--- src/rtl/ex_muldiv_unit.sv ---
// Iterative 32-step MIPS MULT/MULTU/DIV/DIVU engine owning the HI/LO registers.
// Ports: clk, reset (async active-low), start/op/rs_in/rt_in request an
// operation; hi_we/lo_we/wdata service MTHI/MTLO; busy, done, div_by_zero,
// hi_out and lo_out report status and the HI/LO contents.
module ex_muldiv_unit #(
    parameter int XLEN = 32,
    parameter int ITER = 32
) (
    input  logic            clk,
    input  logic            reset,
    input  logic            start,
    input  logic [1:0]      op,
    input  logic [XLEN-1:0] rs_in,
    input  logic [XLEN-1:0] rt_in,
    input  logic            hi_we,
    input  logic            lo_we,
    input  logic [XLEN-1:0] wdata,
    output logic            busy,
    output logic            done,
    output logic            div_by_zero,
    output logic [XLEN-1:0] hi_out,
    output logic [XLEN-1:0] lo_out
);

    localparam int CW = $clog2(ITER);

    typedef enum logic [2:0] {
        S_IDLE,
        S_MUL,
        S_DIV,
        S_FIX,
        S_DONE
    } state_t;

    state_t state;
    state_t state_nx;

    logic [1:0]        op_q;
    logic [XLEN-1:0]   mag_a;
    logic [XLEN-1:0]   mag_b;
    logic              neg_a;
    logic              neg_b;
    logic [CW-1:0]     cnt;
    // {upper, lower}: product/multiplier for MUL, remainder/quotient for DIV
    logic [2*XLEN-1:0] acc;
    logic [XLEN-1:0]   hi_q;
    logic [XLEN-1:0]   lo_q;
    logic              dbz_q;

    logic              idle;
    logic              last;
    logic              sa;
    logic              sb;
    logic [XLEN-1:0]   abs_a;
    logic [XLEN-1:0]   abs_b;
    logic [XLEN:0]     mul_sum;
    logic [2*XLEN-1:0] mul_next;
    logic [XLEN:0]     div_sh;
    logic [XLEN:0]     div_diff;
    logic [2*XLEN-1:0] div_next;
    logic [2*XLEN-1:0] prod_fix;
    logic [XLEN-1:0]   quo_fix;
    logic [XLEN-1:0]   rem_fix;
    logic [XLEN-1:0]   rs_orig;
    logic              b_zero;

    assign idle = (state == S_IDLE) || (state == S_DONE);
    assign last = (cnt == CW'(ITER - 1));

    // Sign flags only exist for the signed encodings (op[0]=1).
    assign sa    = op[0] & rs_in[XLEN-1];
    assign sb    = op[0] & rt_in[XLEN-1];
    assign abs_a = sa ? (~rs_in + 1'b1) : rs_in;
    assign abs_b = sb ? (~rt_in + 1'b1) : rt_in;

    // Shift-add: add multiplicand into the upper half when the
    // multiplier LSB is set, then shift the whole pair right.
    assign mul_sum  = {1'b0, acc[2*XLEN-1:XLEN]}
                    + (acc[0] ? {1'b0, mag_a} : '0);
    assign mul_next = {mul_sum, acc[XLEN-1:1]};

    // Restoring step: shift the next dividend bit into the remainder and
    // subtract the divisor; the top bit of the difference is the borrow.
    assign div_sh   = {acc[2*XLEN-1:XLEN], acc[XLEN-1]};
    assign div_diff = div_sh - {1'b0, mag_b};
    assign div_next = div_diff[XLEN]
                    ? {div_sh[XLEN-1:0], acc[XLEN-2:0], 1'b0}
                    : {div_diff[XLEN-1:0], acc[XLEN-2:0], 1'b1};

    assign prod_fix = (neg_a ^ neg_b) ? (~acc + 1'b1) : acc;
    assign quo_fix  = (neg_a ^ neg_b) ? (~acc[XLEN-1:0] + 1'b1)
                                      : acc[XLEN-1:0];
    assign rem_fix  = neg_a ? (~acc[2*XLEN-1:XLEN] + 1'b1)
                            : acc[2*XLEN-1:XLEN];
    assign rs_orig  = neg_a ? (~mag_a + 1'b1) : mag_a;
    assign b_zero   = (mag_b == '0);

    always_ff @(posedge clk or negedge reset) begin
        if (!reset) begin
            state <= S_IDLE;
        end else begin
            state <= state_nx;
        end
    end

    always_comb begin
        state_nx = state;
        case (state)
            S_IDLE, S_DONE: begin
                if (start) begin
                    state_nx = op[1] ? S_DIV : S_MUL;
                end else begin
                    state_nx = S_IDLE;
                end
            end
            S_MUL, S_DIV: begin
                if (last) begin
                    state_nx = S_FIX;
                end
            end
            S_FIX:   state_nx = S_DONE;
            default: state_nx = S_IDLE;
        endcase
    end

    always_ff @(posedge clk or negedge reset) begin
        if (!reset) begin
            op_q  <= '0;
            mag_a <= '0;
            mag_b <= '0;
            neg_a <= 1'b0;
            neg_b <= 1'b0;
            cnt   <= '0;
            acc   <= '0;
            hi_q  <= '0;
            lo_q  <= '0;
            dbz_q <= 1'b0;
        end else begin
            case (state)
                S_IDLE, S_DONE: begin
                    if (hi_we) begin
                        hi_q <= wdata;
                    end
                    if (lo_we) begin
                        lo_q <= wdata;
                    end
                    if (start) begin
                        op_q  <= op;
                        mag_a <= abs_a;
                        mag_b <= abs_b;
                        neg_a <= sa;
                        neg_b <= sb;
                        cnt   <= '0;
                        dbz_q <= 1'b0;
                        acc   <= op[1] ? {{XLEN{1'b0}}, abs_a}
                                       : {{XLEN{1'b0}}, abs_b};
                    end
                end
                S_MUL: begin
                    acc <= mul_next;
                    cnt <= cnt + 1'b1;
                end
                S_DIV: begin
                    acc <= div_next;
                    cnt <= cnt + 1'b1;
                end
                S_FIX: begin
                    if (!op_q[1]) begin
                        hi_q <= prod_fix[2*XLEN-1:XLEN];
                        lo_q <= prod_fix[XLEN-1:0];
                    end else if (b_zero) begin
                        hi_q  <= rs_orig;
                        lo_q  <= '1;
                        dbz_q <= 1'b1;
                    end else begin
                        // 0x80000000 / -1 falls out naturally: the
                        // magnitude quotient negates back to itself.
                        hi_q <= rem_fix;
                        lo_q <= quo_fix;
                    end
                end
                default: begin
                end
            endcase
        end
    end

    assign busy        = (state == S_MUL) || (state == S_DIV)
                      || (state == S_FIX);
    assign done        = (state == S_DONE);
    assign div_by_zero = dbz_q;
    assign hi_out      = hi_q;
    assign lo_out      = lo_q;

endmodule

--- config.mk ---
export PLATFORM = sky130hd
export DESIGN_NAME = ex_muldiv_unit
export DESIGN_NICKNAME = d
export VERILOG_FILES = /design/src/rtl/ex_muldiv_unit.sv
export SDC_FILE = /design/constraint.sdc
export NUM_CORES = 1
export LEC_CHECK = 0
export ABC_AREA = 1
export BUFFER_PORTS_ARGS = -buffer_cell sky130_fd_sc_hd__buf_2
export CAP_MARGIN = 40
export CELL_PAD_IN_SITES_DETAIL_PLACEMENT = 0
export CELL_PAD_IN_SITES_GLOBAL_PLACEMENT = 1
export CORE_UTILIZATION = 39
export DETAILED_ROUTE_END_ITERATION = 10
export PLACE_DENSITY = 0.8
export SYNTH_ARGS = -nofsm -noshare
export SYNTH_HDL_FRONTEND = slang
export SYNTH_SLANG_ARGS = --single-unit
--- constraint.sdc ---
create_clock -name clk -period 2.5 [get_ports clk]
set_input_delay 0.125 -clock clk [delete_from_list [all_inputs] [get_ports clk]]
set_output_delay 0.125 -clock clk [all_outputs]
set_load 0.1 [all_outputs]
==> impl_metrics.yaml, run 1 <==
status:
  status: "completed"
cts:
  clkTransAtPathRegs_ps: 60
  cts_tree: "done"
  cts_root_buf: "clkbuf_16"
  cts_made_buffers: 26
  h-tree-depth: 1
  clock_path_buffers: 3
  cts_sinks: 204
  clock_latency_ps: 560
place:
  gp_congestion: 1.01
  dpl.hpwl_um: 75500
  dp.cells: 4403
  port-buffer-count: 169
  place_area_sq_um: 23200
  post-place-ws_ps: -125
cells_and_area:
  stdcell_count: 4533
  drive_gt1_frac: 0.157
  area_growth_pct: 24.7
  fin_nets: 4010
  final_area_sq_um: 25400
yosys:
  syn-mean-instance-area_sq_um: 5.89
  syn_area_sq_um: 20400
  seq_area_frac_synth: 0.251
  synth_edf_count: 0
  synth_top_area_cell: "dfrtp_1"
  synth_common_cells: "nand2_1 (1046), nand3_1 (460), nor2_1 (452)"
  ys_ff_latch: 204
  ys.flop_type: "dfrtp_1"
  synth-async-reset-ratio: 1.00
  synth_area_leaders: "dfrtp_1 (25%), nand2_1 (19%), nand3_1 (11%), nor2_1 (8.3%), inv_1 (6.6%)"
  synth.top_cell.area_share: 0.251
  synth_most_common_cell: "nand2_1"
  syn-num-nets: 3635
  synthCells: 3459
  yosys_warnings: 0
  yosysUniqueCellTypes: 53
setup_path:
  r2r-start: "acc[0]"
  arrival_ps: 2930
  critPathMaxStageDelay_ps: 450
  worst-setup-path-type: "reg2reg"
  path_common_cell: "nand3_1"
  r2r_slack_ps: 6
  reg2reg_to: "acc[57]"
  reg2reg_depth: 12
  crit_path_end: "acc[57]"
  cpMaxStageDelayCell: "dfrtp_2"
  startpoint: "acc[0]"
  crit_path_max_fanout: 7
  end_kind: "flip-flop"
  path_cells: "buf_2 -> nand2_1 -> inv_1 -> ha_1 -> a21oi_1 -> o21ai_0 -> a21oi_2 -> nor2_1 -> nor3_1 -> nand3_1 -> nand3_1 -> nand3_1"
  crit_required_ps: 2940
  cp-start-kind: "flip-flop"
floorplan:
  die_h_um: 231
  dieArea_sq_um: 53200
  start_util: 0.396
  io_pins: 170
  rows: 83
  core_area_sq_um: 51500
  die_w_um: 231
sta:
  drv_slew: 0
  relSlewSlack: 0.528
  clock.fmax_mhz: 401
  setup_slack_ps: 5.58
  finalHoldViolCount: 0
  setup_violations: 0
  post-route-period-util: 0.998
  tns_ps: 0
  worstMarginPinSlew_ps: 709
  finalCriticalPeriod_ps: 2490
  fin_worst_skew_ps: 15.4
detailed_routing:
  viasPerCell: 5.59
  wire_per_inst_um: 20.5
  drt_iter0_markers: 3052
  wl_um: 93000
  drc_errors: 0
  antenna_left: 0
  dr.pass1.iters: 8
  vias: 25300
global_routing:
  grt_first_pass_wirelength_um: 138000
  antenna_found_initial: 3
  grt_start_max_net_pins: 107
  grt_overflow: 0
  grt_pass1_vias: 22800
  grt_use_total: 0.341
worst_hold_path:
  min_path_type: "in2reg"
pwr:
  p_leak_nw: 12.6
  pwr_density_cell_nw_per_um2: 1710
  max-vdd-ir-drop_uv: 1120
flow_run:
  maxCapViolCount: 0
[timing repair]
action | in CTS | in global routing
endpoints found under the setup margin | 31 | 38
gates cloned | 0 | 5
hold buffers | 70 | 0
gates resized for setup | 12 | 144
endpoints found under the hold margin | 205 | 0
pin swaps | 0 | 16
buffers inserted | 0 | 8
[how the worst min path moves through the flow]
stage	cells after the start	startpoint	slack, ps	end
after floorplan	0	reset	-170	acc[0]
final	3	rt_in[20]	4	mag_b[20]
after global placement	1	reset	120	hi_out[17]
after global routing	3	rt_in[20]	7	mag_b[20]
after detailed placement	1	reset	120	hi_out[17]
after CTS	4	rt_in[8]	0.2	mag_b[8]
[worst max-delay path: cells and delay by family (launching register included)]
kind,cells,cell delay (ps)
AOI/OAI and AO/OA,3,670
DFF,1,450
buffers and inverters,2,260
adders and majority gates,1,330
and+or+nand+nor,6,660
[power by group]
part           leakage, nW  switching, mW  total (mW)  internal, mW
clock network        0.378           1.55        3.53          1.98
logic                 9.84           22.8        33.1          10.4
registers             2.41           1.79        6.78          4.99
total                 12.6           26.1        43.4          17.3
[through the flow]
step                hold slack [ps]   util  total power, mW
floorplan                      -171      -             27.2
global placement                123  0.451             37.4
detailed placement              123  0.451             37.5
CTS                           0.200  0.481             41.3
global route                   6.55  0.493             46.5
finish                         3.79  0.493             43.5
[cell families (layout without fill, tap and decap cells)]
| kind of cell | Yosys count | count (layout) | synth area share |
|---|---|---|---|
| other | 0 | 1 | 0 |
| buffers and inverters | 491 | 881 | 0.0957 |
| adder cells (fa/ha/maj) | 73 | 73 | 0.0456 |
| AND/OR/NAND/NOR | 2105 | 2108 | 0.437 |
| AO/OA/AOI/OAI | 520 | 520 | 0.143 |
| flip-flops | 204 | 204 | 0.251 |
| XOR/XNOR | 66 | 66 | 0.0284 |
[state kept, by name, summed over array words and instances, names as in the netlist]
register,flops
acc,64
cnt,5
div_by_zero,1
hi_out,32
lo_out,32
mag_a,32
mag_b,32
neg_a,1
neg_b,1
op_q,1
state,3
[layout make-up]
type                       instances  area, sq um
clock buffer                      34          701
antenna                            1         2.50
timing repair buffer             459         3380
inverter                         376         1420
tap                              680          851
fill                            5538        26100
multi-input combinational       2767        13800
clock inverter                    12         88.8
sequential                       204         5110
[cell usage in the layout, fill, tap and decap left out, drive strengths merged, types with 4 or more instances in the layout]
master / instances
nor3: 24
a22oi: 9
inv: 375
a31oi: 37
o22ai: 9
nand2: 1066
o211ai: 15
a21oi: 175
a221oi: 23
clkinvlp: 4
ha: 71
xor2: 50
nand4: 54
nand3: 462
dfrtp: 204
nor2: 460
a21o: 7
clkbuf: 36
or2: 12
xnor2: 16
nor4: 5
o21ai: 223
nand3b: 23
clkinv: 9
buf: 387
dlygate4sd3: 70
o21bai: 7
[routing by layer]
layer  vias to the layer above  GRT usage  part of all wire
met5                         -          0           0.00028
met4                         4      0.152             0.050
met3                       212     0.0399             0.092
met2                      1301      0.518              0.43
met1                     11700      0.485              0.43
li1                      12100          -                 -
Note: power is estimated with default switching activity, not from simulation.
==> run 2: changes to the inputs <==
--- a/config.mk
+++ b/config.mk
@@ -13,6 +13,7 @@
 export CORE_UTILIZATION = 39
 export DETAILED_ROUTE_END_ITERATION = 10
 export PLACE_DENSITY = 0.8
+export SETUP_SLACK_MARGIN = 0.5
 export SYNTH_ARGS = -nofsm -noshare
 export SYNTH_HDL_FRONTEND = slang
 export SYNTH_SLANG_ARGS = --single-unit
==> constraint.sdc (replaced) <==
create_clock -name clk -period 2.5 [get_ports clk]
set_input_delay 0.5 -clock clk [delete_from_list [all_inputs] [get_ports clk]]
set_output_delay 0.5 -clock clk [all_outputs]
set_load 0.1 [all_outputs]
==> run 2 against run 1 <==
  * Routed wire length grew 10%
  * Final cell count up 0.73%
  * The flow now finishes with violations (setup timing)
  * Flip-flop and latch count did not move
  * Via count grew 2.6%
  * Non-clock buffer count up 31
  * Critical endpoint is now acc[51]
  * Fmax shrank 2.0%
  * Register-to-register slack got worse by 50 ps
==> impl_metrics.yaml, run 2 (same netlist as run 1, synthesis figures left out) <==
detailed_routing:
  highest-signal-layer: "met4"
  wl_um: 103000
  vias: 26000
  dr_wl_met2_um: 42600
  antenna_left: 0
  wire_per_inst_um: 22.5
  drc_errors: 0
  viasPerCell: 5.69
  dr_wl_met3_um: 9440
  dr.pass1.iters: 7
  m1WireLength_um: 44400
  drt_iter0_markers: 3412
cells_and_area:
  mostFrequentLayoutCells: "nand2_1 (955), nor2_1 (382), nand3_1 (375)"
  largest_reg_flops: 64
  post-route-util: 0.538
  mostFrequentLayoutCell: "nand2_1"
  area_growth_pct: 36.0
  antenna_cells: 0
  drive_gt1_frac: 0.267
  fin_nets: 4044
  top_register: "acc"
  fillers: 5388
cts:
  h-tree-depth: 1
  clock_latency_ps: 590
  clock_path_buffers: 3
  cts_made_buffers: 26
  cts_root_buf: "clkbuf_16"
  cts_sinks: 204
  clkTransAtPathRegs_ps: 70
  cts_tree: "done"
global_routing:
  grt_pass1_vias: 24000
  grt_overflow: 0
  grt_first_pass_wirelength_um: 151000
  antenna_found_initial: 0
  grt_use_total: 0.377
  grt_start_max_net_pins: 107
setup_path:
  path_common_cell: "nand2_1"
  worst-setup-path-type: "reg2reg"
  arrival_ps: 2980
  crit_family: "simple AND/OR/NAND/NOR gates"
  cp-start-kind: "flip-flop"
  cpMaxStageDelayCell: "dfrtp_2"
  crit_required_ps: 2940
  path_buf_inv: 4
  critPathMaxStageDelay_ps: 480
  path_cells: "clkbuf_16 -> nand2_1 -> inv_2 -> ha_4 -> buf_4 -> nand2_1 -> nand2_1 -> o21a_1 -> nand2_1 -> nand2_2 -> nand2_2 -> nand2_4 -> nand2_1 -> nand2_1 -> a21oi_1 -> o21ai_1 -> buf_4 -> nand3_2"
  crit_path_max_fanout: 7
  end_kind: "flip-flop"
floorplan:
  start_util: 0.396
  die_w_um: 231
  core_area_sq_um: 51500
  die_h_um: 231
  io_pins: 170
  rows: 83
  dieArea_sq_um: 53200
sta:
  finalCriticalPeriod_ps: 2550
  clock.fmax_mhz: 393
  fin_worst_skew_ps: 38.7
  finalHoldViolCount: 0
  setup_violations: 1
  rsz0062_at_grt: "yes"
  post-route-period-util: 1.02
  worstMarginPinSlew_ps: 766
  drv_slew: 0
  setup_slack_ps: -45.1
  relSlewSlack: 0.484
  worst_hold_slack_ps: 188
place:
  dpl.hpwl_um: 81200
  gp_congestion: 1.05
  post-place-ws_ps: -193
  port-buffer-count: 169
status:
  violations: "setup timing"
  status: "finished, violations left"
flow_run:
  maxCapViolCount: 0
worst_hold_path:
  min_path_type: "in2reg"
==> run 2: path summary, 6_finish.rpt <==
check                      slack, ps  startpoint  cells after the start          to
hold reg to reg                  480   lo_out[2]                      2   lo_out[2]
min in group asynchronous        480       reset                      2  hi_out[29]
hold / removal                   190   wdata[23]                      3  lo_out[23]
setup reg to reg                 -50      acc[0]                     18     acc[51]
max in group asynchronous       1250       reset                      3   mag_a[14]
setup / recovery                 -50      acc[0]                     18     acc[51]
==> run 2: area by class of cell <==
| class | count | area [sq um] | area share |
|---|---|---|---|
| clock buffers | 37 | 752 | 0.0271 |
| clock inverters | 9 | 114 | 0.00411 |
| inverters | 376 | 1480 | 0.0534 |
| multi-input cells | 2770 | 15600 | 0.563 |
| flip-flops and latches | 204 | 5130 | 0.185 |
| well taps | 680 | 851 | 0.0307 |
| repair buffers | 490 | 3780 | 0.137 |
==> run 2: repair_timing <==
item | in CTS | in global routing
pin swaps | 36 | 92
resized for setup | 272 | 358
hold buffers | 1 | 0
endpoints found under the setup margin | 103 | 132
gates cloned | 8 | 4
hold endpoints to repair | 48 | 0
buffers inserted | 42 | 26
==> run 2: layer usage <==
layer,vias to the layer above,track usage
li1,12200,-
met1,12100,0.536
met2,1428,0.556
met3,260,0.0504
met4,0,0.189
met5,-,0
==> run 2: tightest hold or removal path, cell delays in order <==
cell	delay, ps
buf_2	110
nand2_1	60
a31oi_1	60
==> run 2: through the flow <==
| step | cells | TNS (ps) | cell area, sq um |
|---|---|---|---|
| after floorplan | 3459 | 0 | 20500 |
| final | 4566 | -45.1 | 27700 |
| after detailed placement | 4439 | -678 | 23600 |
| after global placement | 4439 | -657 | 23600 |
| after CTS | 4536 | 0 | 26100 |
| after global routing | 4566 | -641 | 27700 |
Power of run 2 is left out: the tool's default activity adds up to more than one toggle a clock period on the data nets, which glitch-free logic cannot reach.
